===== config.mk =====
export PLATFORM = sky130hd
export DESIGN_NAME = lcd_bus_responder
export DESIGN_NICKNAME = d
export VERILOG_FILES = /design/src/rtl/lcd_pkg.sv /design/src/rtl/lcd_bus_sync.sv /design/src/rtl/lcd_bus_responder.sv
export SDC_FILE = /design/constraint.sdc
export NUM_CORES = 1
export LEC_CHECK = 0
export ABC_CLOCK_PERIOD_IN_PS = 7800
export CORE_ASPECT_RATIO = 2
export CORE_UTILIZATION = 33
export CTS_BUF_LIST = sky130_fd_sc_hd__clkbuf_16
export DETAILED_ROUTE_END_ITERATION = 10
export PLACE_DENSITY = 0.49
export SETUP_SLACK_MARGIN = 0.1
export SLEW_MARGIN = 20
export SYNTH_ARGS = -nofsm -noshare
export SYNTH_HDL_FRONTEND = slang
export SYNTH_SLANG_ARGS = --single-unit

===== constraint.sdc =====
create_clock -name clock -period 7.8 [get_ports clock]
set_clock_uncertainty 0.2 [all_clocks]
set_input_delay 1.56 -clock clock [delete_from_list [all_inputs] [get_ports clock]]
set_output_delay 1.56 -clock clock [all_outputs]
set_load 0.05 [all_outputs]

===== src/rtl/lcd_pkg.sv =====
// Shared types and helpers for the character-LCD bus responder.
// Opcode masks, DDRAM geometry and address-counter arithmetic.
package lcd_pkg;

  localparam logic [6:0] LINE0_END  = 7'h27;
  localparam logic [6:0] LINE1_BASE = 7'h40;
  localparam logic [6:0] LINE1_END  = 7'h67;
  localparam int         DDRAM_DEPTH = 80;
  localparam logic [7:0] SPACE = 8'h20;

  localparam logic [7:0] M_DDRAM = 8'h80;
  localparam logic [7:0] M_CGRAM = 8'h40;
  localparam logic [7:0] M_FUNC  = 8'h20;
  localparam logic [7:0] M_SHIFT = 8'h10;
  localparam logic [7:0] M_DISP  = 8'h08;
  localparam logic [7:0] M_ENTRY = 8'h04;
  localparam logic [7:0] M_HOME  = 8'h02;
  localparam logic [7:0] M_CLEAR = 8'h01;

  typedef enum logic [1:0] {
    ST_SWEEP,
    ST_IDLE,
    ST_BUSY
  } state_e;

  typedef enum logic [3:0] {
    OP_NONE,
    OP_CLEAR,
    OP_HOME,
    OP_ENTRY,
    OP_DISP,
    OP_SHIFT,
    OP_FUNC,
    OP_CGRAM,
    OP_DDRAM
  } op_e;

  typedef struct packed {
    logic id;
    logic s;
    logic d;
    logic c;
    logic b;
    logic dl;
    logic n;
    logic f;
    logic cg;
  } mode_t;

  localparam mode_t MODE_RST = '{
    id: 1'b1, s: 1'b0, d: 1'b0, c: 1'b0, b: 1'b0,
    dl: 1'b1, n: 1'b0, f: 1'b0, cg: 1'b0
  };

  // Highest set bit selects the instruction.
  function automatic op_e decode_op(input logic [7:0] b);
    op_e op;
    op = OP_NONE;
    if ((b & M_DDRAM) != '0)      op = OP_DDRAM;
    else if ((b & M_CGRAM) != '0) op = OP_CGRAM;
    else if ((b & M_FUNC) != '0)  op = OP_FUNC;
    else if ((b & M_SHIFT) != '0) op = OP_SHIFT;
    else if ((b & M_DISP) != '0)  op = OP_DISP;
    else if ((b & M_ENTRY) != '0) op = OP_ENTRY;
    else if ((b & M_HOME) != '0)  op = OP_HOME;
    else if ((b & M_CLEAR) != '0) op = OP_CLEAR;
    return op;
  endfunction

  function automatic logic addr_valid(input logic [6:0] a);
    return (a <= LINE0_END) ||
           ((a >= LINE1_BASE) && (a <= LINE1_END));
  endfunction

  function automatic logic [6:0] addr_index(input logic [6:0] a);
    return (a >= LINE1_BASE) ? a - 7'h18 : a;
  endfunction

  // Step with the two-line wrap in either direction.
  function automatic logic [6:0] ac_step(
    input logic [6:0] a,
    input logic       inc
  );
    logic [6:0] r;
    if (inc) begin
      if (a == LINE0_END)      r = LINE1_BASE;
      else if (a == LINE1_END) r = 7'h00;
      else                     r = a + 7'd1;
    end else begin
      if (a == 7'h00)           r = LINE1_END;
      else if (a == LINE1_BASE) r = LINE0_END;
      else                      r = a - 7'd1;
    end
    return r;
  endfunction

endpackage


===== src/rtl/lcd_bus_sync.sv =====
// Two-flop synchroniser for the LCD bus pins.
// Flags the falling edge of the synchronised enable.
module lcd_bus_sync (
  input  logic       clock,
  input  logic       reset,
  input  logic       e,
  input  logic       rs,
  input  logic       rw,
  input  logic [7:0] db_in,
  output logic       e_s,
  output logic       rs_s,
  output logic       rw_s,
  output logic [7:0] db_s,
  output logic       fall
);

  logic [10:0] s1_q;
  logic [10:0] s2_q;
  logic        e_d_q;

  // Two sync stages plus a delayed copy of e for edge detect.
  always_ff @(posedge clock or negedge reset) begin
    if (!reset) begin
      s1_q  <= '0;
      s2_q  <= '0;
      e_d_q <= 1'b0;
    end else begin
      s1_q  <= {e, rs, rw, db_in};
      s2_q  <= s1_q;
      e_d_q <= s2_q[10];
    end
  end

  assign {e_s, rs_s, rw_s, db_s} = s2_q;
  assign fall = e_d_q & ~e_s;

endmodule


===== src/rtl/lcd_bus_responder.sv =====
// HD44780-style bus responder standing in for a character LCD.
// Holds DDRAM, address counter, busy timing and mode bits.
module lcd_bus_responder
  import lcd_pkg::*;
#(
  parameter int unsigned CLEAR_BUSY_CYCLES = 82000,
  parameter int unsigned CMD_BUSY_CYCLES   = 2000
) (
  input  logic       clock,
  input  logic       reset,
  input  logic       rs,
  input  logic       rw,
  input  logic       e,
  input  logic [7:0] db_in,
  output logic [7:0] db_out,
  output logic       db_oe,
  output logic       busy,
  output logic       disp_on,
  output logic [6:0] ac,
  output logic       bus_error,
  input  logic [6:0] rd_addr,
  output logic [7:0] rd_data
);

  logic       e_s;
  logic       rs_s;
  logic       rw_s;
  logic [7:0] db_s;
  logic       fall;

  lcd_bus_sync u_sync (
    .clock (clock),
    .reset (reset),
    .e     (e),
    .rs    (rs),
    .rw    (rw),
    .db_in (db_in),
    .e_s   (e_s),
    .rs_s  (rs_s),
    .rw_s  (rw_s),
    .db_s  (db_s),
    .fall  (fall)
  );

  state_e      state_q, state_d;
  logic [31:0] cnt_q, cnt_d;
  logic [6:0]  ac_q, ac_d;
  logic [6:0]  sweep_q, sweep_d;
  mode_t       mode_q, mode_d;
  logic        err_q, err_d;

  logic        wr_en;
  logic [6:0]  wr_idx;
  logic [7:0]  wr_val;
  logic [7:0]  mem [DDRAM_DEPTH];

  logic        wr_stb;
  logic        rd_stb;
  logic        wr_ok;
  op_e         op;
  logic [7:0]  rd_word;
  logic        unused_mode;

  assign busy   = (cnt_q != '0);
  assign wr_stb = fall & ~rw_s;
  assign rd_stb = fall & rw_s;
  assign wr_ok  = wr_stb & ~busy;
  assign op     = decode_op(db_s);

  // Next state, counter, mode bits and DDRAM write port.
  always_comb begin
    state_d = state_q;
    cnt_d   = busy ? cnt_q - 32'd1 : cnt_q;
    ac_d    = ac_q;
    sweep_d = sweep_q;
    mode_d  = mode_q;
    err_d   = 1'b0;
    wr_en   = 1'b0;
    wr_idx  = sweep_q;
    wr_val  = SPACE;

    unique case (state_q)
      ST_SWEEP: begin
        wr_en   = 1'b1;
        sweep_d = sweep_q + 7'd1;
        if (sweep_q == 7'(DDRAM_DEPTH - 1)) begin
          state_d = (cnt_d != '0) ? ST_BUSY : ST_IDLE;
        end
      end
      ST_BUSY: begin
        if (cnt_d == '0) state_d = ST_IDLE;
      end
      default: ;
    endcase

    if (wr_stb && busy) err_d = 1'b1;

    if (rd_stb && rs_s) ac_d = ac_step(ac_q, mode_q.id);

    if (wr_ok) begin
      cnt_d   = CMD_BUSY_CYCLES;
      state_d = ST_BUSY;
      if (rs_s) begin
        if (!mode_q.cg) begin
          wr_en  = 1'b1;
          wr_idx = addr_index(ac_q);
          wr_val = db_s;
        end
        ac_d = ac_step(ac_q, mode_q.id);
      end else begin
        unique case (op)
          OP_CLEAR: begin
            state_d   = ST_SWEEP;
            sweep_d   = '0;
            ac_d      = '0;
            mode_d.id = 1'b1;
            cnt_d     = CLEAR_BUSY_CYCLES;
          end
          OP_HOME: begin
            ac_d  = '0;
            cnt_d = CLEAR_BUSY_CYCLES;
          end
          OP_ENTRY: begin
            mode_d.id = db_s[1];
            mode_d.s  = db_s[0];
          end
          OP_DISP: begin
            mode_d.d = db_s[2];
            mode_d.c = db_s[1];
            mode_d.b = db_s[0];
          end
          OP_SHIFT: begin
            if (!db_s[3]) ac_d = ac_step(ac_q, db_s[2]);
          end
          OP_FUNC: begin
            if (!db_s[4]) begin
              err_d = 1'b1;
            end else begin
              mode_d.dl = db_s[4];
              mode_d.n  = db_s[3];
              mode_d.f  = db_s[2];
            end
          end
          OP_CGRAM: mode_d.cg = 1'b1;
          OP_DDRAM: begin
            mode_d.cg = 1'b0;
            if (addr_valid(db_s[6:0])) ac_d = db_s[6:0];
            else err_d = 1'b1;
          end
          default: ;
        endcase
      end
    end
  end

  // Control registers; reset restarts the power-on sweep.
  always_ff @(posedge clock or negedge reset) begin
    if (!reset) begin
      state_q <= ST_SWEEP;
      cnt_q   <= 32'(DDRAM_DEPTH);
      ac_q    <= '0;
      sweep_q <= '0;
      mode_q  <= MODE_RST;
      err_q   <= 1'b0;
    end else begin
      state_q <= state_d;
      cnt_q   <= cnt_d;
      ac_q    <= ac_d;
      sweep_q <= sweep_d;
      mode_q  <= mode_d;
      err_q   <= err_d;
    end
  end

  // DDRAM storage, filled by the sweep after reset or clear.
  always_ff @(posedge clock) begin
    if (wr_en) mem[wr_idx] <= wr_val;
  end

  assign rd_word = mem[addr_index(ac_q)];

  assign db_oe   = e_s & rw_s;
  assign db_out  = !db_oe ? 8'h00 :
                   rs_s   ? rd_word : {busy, ac_q};
  assign rd_data = (rd_addr < 7'(DDRAM_DEPTH)) ?
                   mem[rd_addr] : 8'h00;

  assign ac        = ac_q;
  assign disp_on   = mode_q.d;
  assign bus_error = err_q;

  assign unused_mode = ^{mode_q.s, mode_q.c, mode_q.b,
                         mode_q.dl, mode_q.n, mode_q.f};

endmodule


=== Yosys cells after proc, flatten, opt, wreduce, memory -nomap -nowiden ===
Memory sizes are Yosys's and may differ from the RTL's.
Index checks and enable logic that the tools add are counted.

* Bits in registers: 75
* Memory bits (writable): 640
* Input port bits: 20
* Logic and storage cells: 122
* Memories: 1

{| class="wikitable"
|+ Memories
! memory !! words !! width !! rd ports !! clocked after memory_dff !! wr ports !! line !! source
|-
| mem || 80 || 8 || 2 || 0 || 1 || lcd_bus_responder.sv:55 || <nowiki>logic [7:0] mem [DDRAM_DEPTH];</nowiki>
|}

* $add $sub $neg: 5
* $lt $le $gt $ge: 5
* Equal/unequal tests: 15
* Muxes and demuxes: 59
* Bitwise logic cells: 9
* Reduce and logical (&&, ||, !) cells: 17

{| class="wikitable"
|+ Operators with widths
! operator !! number
|-
| 7-bit two-way mux || 19
|-
| 32-bit two-way mux || 2
|-
| 32-bit nonzero test || 2
|-
| 8-bit two-way mux || 6
|-
| 17-bit two-way mux || 2
|-
| 32-bit logical NOT || 1
|-
| 32-bit by 1-bit subtractor with 32-bit output, second input constant || 1
|-
| 7-bit equality test, second input constant || 3
|-
| 7-bit one-hot mux with 3 select lines || 1
|-
| 4-bit two-way mux || 5
|-
| 4-bit by 3-bit equality test with 1-bit output, second input constant || 4
|-
| 2-bit two-way mux || 8
|-
| 7-bit by 1-bit adder with 7-bit output, second input constant || 2
|-
| 7-bit >= comparator, second input constant || 2
|-
| 1-bit two-way mux || 12
|-
| 3-bit AND reduction || 4
|-
| 4-bit by 2-bit equality test with 1-bit output, second input constant || 2
|-
| 7-bit by 6-bit equality test with 1-bit output, second input constant || 1
|-
| 7-bit by 6-bit less-or-equal comparator with 1-bit output, second input constant || 1
|-
| 7-bit less-or-equal comparator, second input constant || 1
|-
| 7-bit logical NOT || 1
|-
| 7-bit less-than comparator, second input constant || 1
|-
| 7-bit by 1-bit subtractor with 7-bit output, second input constant || 1
|-
| 7-bit by 5-bit subtractor with 7-bit output, second input constant || 1
|-
| 14 further kinds || 27
|}

=== Depth between registers and ports, before layout ===
* Depth after elaboration: 13
* Mapped depth: 14

=== Hierarchy ===
A second synthesis with hierarchy kept.

* Cells, all modules: 1,885
* Area total of the unflattened synthesis: 34,614.4 um2

{| class="wikitable"
|+ By module, submodules not included
! module !! instances !! cells each !! area an instance (um2) !! sequential area each (um2)
|-
| lcd_bus_responder || 1 || 1,861 || 34,025.1 || 20,523.4
|-
| lcd_bus_sync || 1 || 24 || 589.3 || 575.6
|}

=== Least setup slack after synthesis ===
No wires, ideal clock.

* Kind: in2out
* From: input rd_addr[0]
* To: output rd_data[0]
* Arrival: 4.704 ns
* Data required time: 6.040 ns
* Setup slack: 1.336 ns
* Stages: 8
* Cells stage by stage: clkbuf_1 > clkbuf_1 > buf_1 > mux4_2 > mux4_2 > mux4_2 > nand2b_1 > o21ai_0

* Longest elaborated chain between the ends: 2
* Elaborated cells on any way between the ends: 3

{| class="wikitable"
|+ RTL lines
! element !! line !! source
|-
| from (decl) || lcd_bus_responder.sv:21 || <nowiki>input logic [6:0] rd_addr,</nowiki>
|-
| memory 80 x 8 bit or 7-bit less-than comparator (tied branches) || -- ||
|-
| 8-bit two-way mux (*) || lcd_bus_responder.sv:185 || <nowiki>assign rd_data = (rd_addr < 7'(DDRAM_DEPTH)) ?</nowiki>
|-
| to (decl) || lcd_bus_responder.sv:22 || <nowiki>output logic [7:0] rd_data</nowiki>
|}

Mark *: on every way between the ends. The rest lies on a longest branch, timed or not.

=== Final worst setup path ===
* From: register ac_q[0] (netlist: ac[0])
* To: output db_out[5]

* Longest elaborated chain between the ends: 5
* Elaborated cells on any way between the ends: 6

{| class="wikitable"
|+ RTL lines
! element !! line !! source
|-
| from (decl) || lcd_bus_responder.sv:47 || <nowiki>logic [6:0] ac_q, ac_d;</nowiki>
|-
| from (signal assigned) || lcd_bus_responder.sv:161 || <nowiki>ac_q <= '0;</nowiki>
|-
| from (signal assigned) || lcd_bus_responder.sv:168 || <nowiki>ac_q <= ac_d;</nowiki>
|-
| 7-bit by 5-bit subtractor with 7-bit output or 7-bit >= comparator (tied branches) || lcd_pkg.sv:76 || <nowiki>return (a >= LINE1_BASE) ? a - 7'h18 : a;</nowiki>
|-
| 7-bit two-way mux (*) || lcd_pkg.sv:76 ||
|-
| memory 80 x 8 bit (*) || -- ||
|-
| 8-bit two-way mux (*) || lcd_bus_responder.sv:184 || <nowiki>rs_s ? rd_word : {busy, ac_q};</nowiki>
|-
| 8-bit two-way mux (*) || lcd_bus_responder.sv:183 || <nowiki>assign db_out = !db_oe ? 8'h00 :</nowiki>
|-
| to (decl) || lcd_bus_responder.sv:15 || <nowiki>output logic [7:0] db_out,</nowiki>
|}

Marks and branches as above.

==> flow_summary_export.csv <==
group,metric,value,unit
clock_tree,clock-sinks,715,
clock_tree,clkTransAtPathRegs,0.06,ns
synthesis,synthTopCellsByArea,"edfxtp_1 (56%), mux4_2 (27%), dfrtp_1 (5.3%)",
critical_path,cp-startpoint,"ac[0]",
clock_tree,postCtsSetupBuffers,0,
synthesis,yosys.area.top_type,"edfxtp_1",
hold_path,worstHoldStart,"u_sync.s1_q[5]",
timing,tns,0,ns
critical_path,cp.required,6.04,ns
clock_tree,worstSkewPairLatency,0.64,ns
route,drc,0,
placement,gp_congestion,0.9167,
route,ant_nets,0,
timing,finalHoldViolCount,0,
cells_and_area,fin_nets,1959,
placement,dp_cells,3215,
route,num_vias,19090,
critical_path,path_class,"reg2out",
timing,max_freq,0.1464,GHz
timing,finalMaxSlewViolations,0,
critical_path,slowest_stage,"dfrtp_4",
global_route,grt_pass1_wl,155900,um
hold_path,hp-class,"reg2reg",
cells_and_area,syn_to_final_growth,13.75,%
die,io_pins,47,
synthesis,netlist_area,0.03431,mm^2
timing,worstMarginPinSlew,1.138,ns
clock_tree,cts_max_path_buffers,3,
critical_path,cp-end-kind,"output port",
flow_run,max_cap_violations,0,
global_route,grt_usage,21.00,%
clock_tree,numCtsBuffers,67,
power_and_ir_drop,irDropWorstVdd,172.1,uV
die,start_util,33.24,%
route,highest_layer,"met4",
critical_path,cp_slowest_stage_delay,0.94,ns
route,drt_first_pass_iters,6,
clock_tree,cts_resized,0,
power_and_ir_drop,leakage,13.49,nW
placement,port_buffers,46,
synthesis,synth_seq_cells,715,
critical_path,cp_max_fo,32,
cells_and_area,final-instance-count-excl-fill,3337,
timing,grt_setup_unrepaired,"false",
route,wirelength,108500,um
synthesis,yosysSeqAreaShare,61.50,%
route,routed-wl-met2,60580,um
synthesis,ys_warn_count,0,
clock_tree,cts-htree-levels,3,
clock_tree,cts_root_buffer,"clkbuf_16",
route,route.met3.wl,4182,um
timing,fin_crit,6.831,ns
run_status,run_status,"completed",
synthesis,synth.top_cell.area_share,56.02,%
synthesis,synthCells,1877,
die,die_h,458.0,um
die,core_area,0.1032,mm^2
die,die-area,0.1053,mm^2
critical_path,cp-start-kind,"register",
timing,slew_headroom,23.88,%
global_route,grt-ovfl-total,0,
route,drtIter0Drc,1751,
critical_path,r2r-start,"cnt_q[7]",
critical_path,crit_path_frequent_cell,"mux4_2",
synthesis,synth-edff-count,640,
global_route,grt_max_degree,81,
clock_tree,cts_tree,"yes",
die,die_x,230.0,um
synthesis,synthDistinctLibCells,58,
route,wl_per_cell,32.51,um
synthesis,syn_nets,1904,
die,fp-row-count,167,
cells_and_area,fill_cells,9396,
global_route,grt_pass1_vias,20680,
power_and_ir_drop,power_density,257.8,mW/mm^2
timing,finalSetupViolations,0,
route,wl_met1,37140,um
timing,final.period_utilization,87.58,%
synthesis,async_flop_share,10.49,%
global_route,grt_antenna_before_repair,2,
placement,dp_hpwl,75480,um
route,via_per_inst,5.721,
critical_path,cp_cell_sequence,"buf_4, mux4_2, mux4_2, mux2i_1, nor2_1, o21ai_0, a311oi_1, clkdlybuf4s50_1",
cells_and_area,drive_gt1_share,32.31,%
synthesis,syn-mean-instance-area,18.28,um^2
clock_tree,hold_buffers,0,
synthesis,synth_flop_cell,"edfxtp_1",
critical_path,arrival,5.07,ns
## worst max-delay path: cells and delay by family (launching register included)
kind,cells,cell delay [ns]
mux,3,1.57
buf+inv,2,1.24
flops,1,0.94
compound gates,2,0.58
simple gates,1,0.08
## cell type report
type	count	area [um^2]	share of cell area [%]
sequential	715	21110	54.10
clock inverter	51	559.3	1.433
multi-input combinational	1011	12750	32.68
timing repair buffer	112	1062	2.722
clock buffer	70	1752	4.489
inverter	25	93.84	0.2405
tap	1352	1692	4.335
antenna	1	2.502	0.006413
## metal layers
layer	vias up	track usage [%]
met3	195	2.627
met2	624	39.45
met1	10310	22.37
li1	7964	-
met4	0	11.72
met5	-	0
## path summary, 6_finish.rpt
path                                   to  slack [ns]  depth (start not counted)
max reg2reg                    mem[54][6]        2.32                          6
max                             db_out[5]        0.97                          8
min reg2reg                u_sync.s2_q[5]        0.15                          0
min in group asynchronous  u_sync.s2_q[0]        0.63                          1
min                        u_sync.s2_q[5]        0.15                          0
max in group asynchronous           ac[2]        5.70                          2
## flip-flops by register name, indices dropped and copies added (netlist names)
register	cells
sweep_q	7
u_sync.e_d_q	1
ac	7
state_q	2
u_sync.s1_q	11
u_sync.s2_q	11
disp_on	1
cnt_q	32
bus_error	1
mode_q	2
mem	640
## power breakdown
group          leakage [nW]  switching (mW)  internal [mW]
clock                  1.15            1.53           2.01
sequential             7.70           0.206           4.32
combinational          4.64            1.23          0.767
total                  13.5            2.97           7.09
## logic make-up after synthesis
| kind of cell | share of synthesized area [%] |
|---|---|
| flip-flops | 61.50 |
| AND/OR/NAND/NOR | 5.201 |
| multiplexers | 27.61 |
| adder cells (fa/ha/maj) | 0.2553 |
| buffers and inverters | 1.692 |
| AO/OA/AOI/OAI | 2.699 |
| XOR/XNOR | 1.047 |
## cells in the mapped netlist, drive strengths merged, types with 2 or more instances
cell / instances
dfstp: 3
a221oi: 3
nor3b: 3
o31ai: 8
inv: 25
and3: 4
xor2: 22
nor4: 21
a21oi: 33
a21o: 3
nand2b: 16
nand3: 28
and2: 6
o311a: 3
ha: 7
nor2b: 6
o21ai: 60
edfxtp: 640
o311ai: 3
nor2: 149
or3b: 2
a21boi: 3
mux2i: 26
nand2: 81
mux2: 2
o21a: 8
nand3b: 5
a211oi: 4
a31oi: 4
clkbuf: 88
a311oi: 8
nand4b: 2
a211o: 2
or3: 13
buf: 38
dfrtp: 72
or4: 14
nor3: 21
mux4: 408
o2111ai: 2
nand4: 5
xnor2: 19
## per-stage QoR
step                      setup slack (ns)  instance area [um^2]  power (mW)  hold slack (ns)  util [%]
after floorplan                      1.336                 34310       5.785           0.1312         -
after global placement              0.9687                 36640       6.590           0.1372     35.50
after detailed placement            0.9667                 36700       6.612           0.1347     35.55
after CTS                           0.8232                 39010       10.14           0.1579     37.79
after global routing                0.7626                 39020       10.37           0.1736     37.81
final                               0.9685                 39020       10.06           0.1538     37.81
## cells in the final DEF (no fill, tap or decap), drive strengths merged, types with 33 or more instances in the layout
cell	n
clkbuf	70
mux4	408
buf	71
inv	39
clkdlybuf4s50	41
o21ai	60
a21oi	33
edfxtp	640
nor2	149
nand2	81
dfrtp	72
Note: power is estimated with default switching activity, not from simulation.
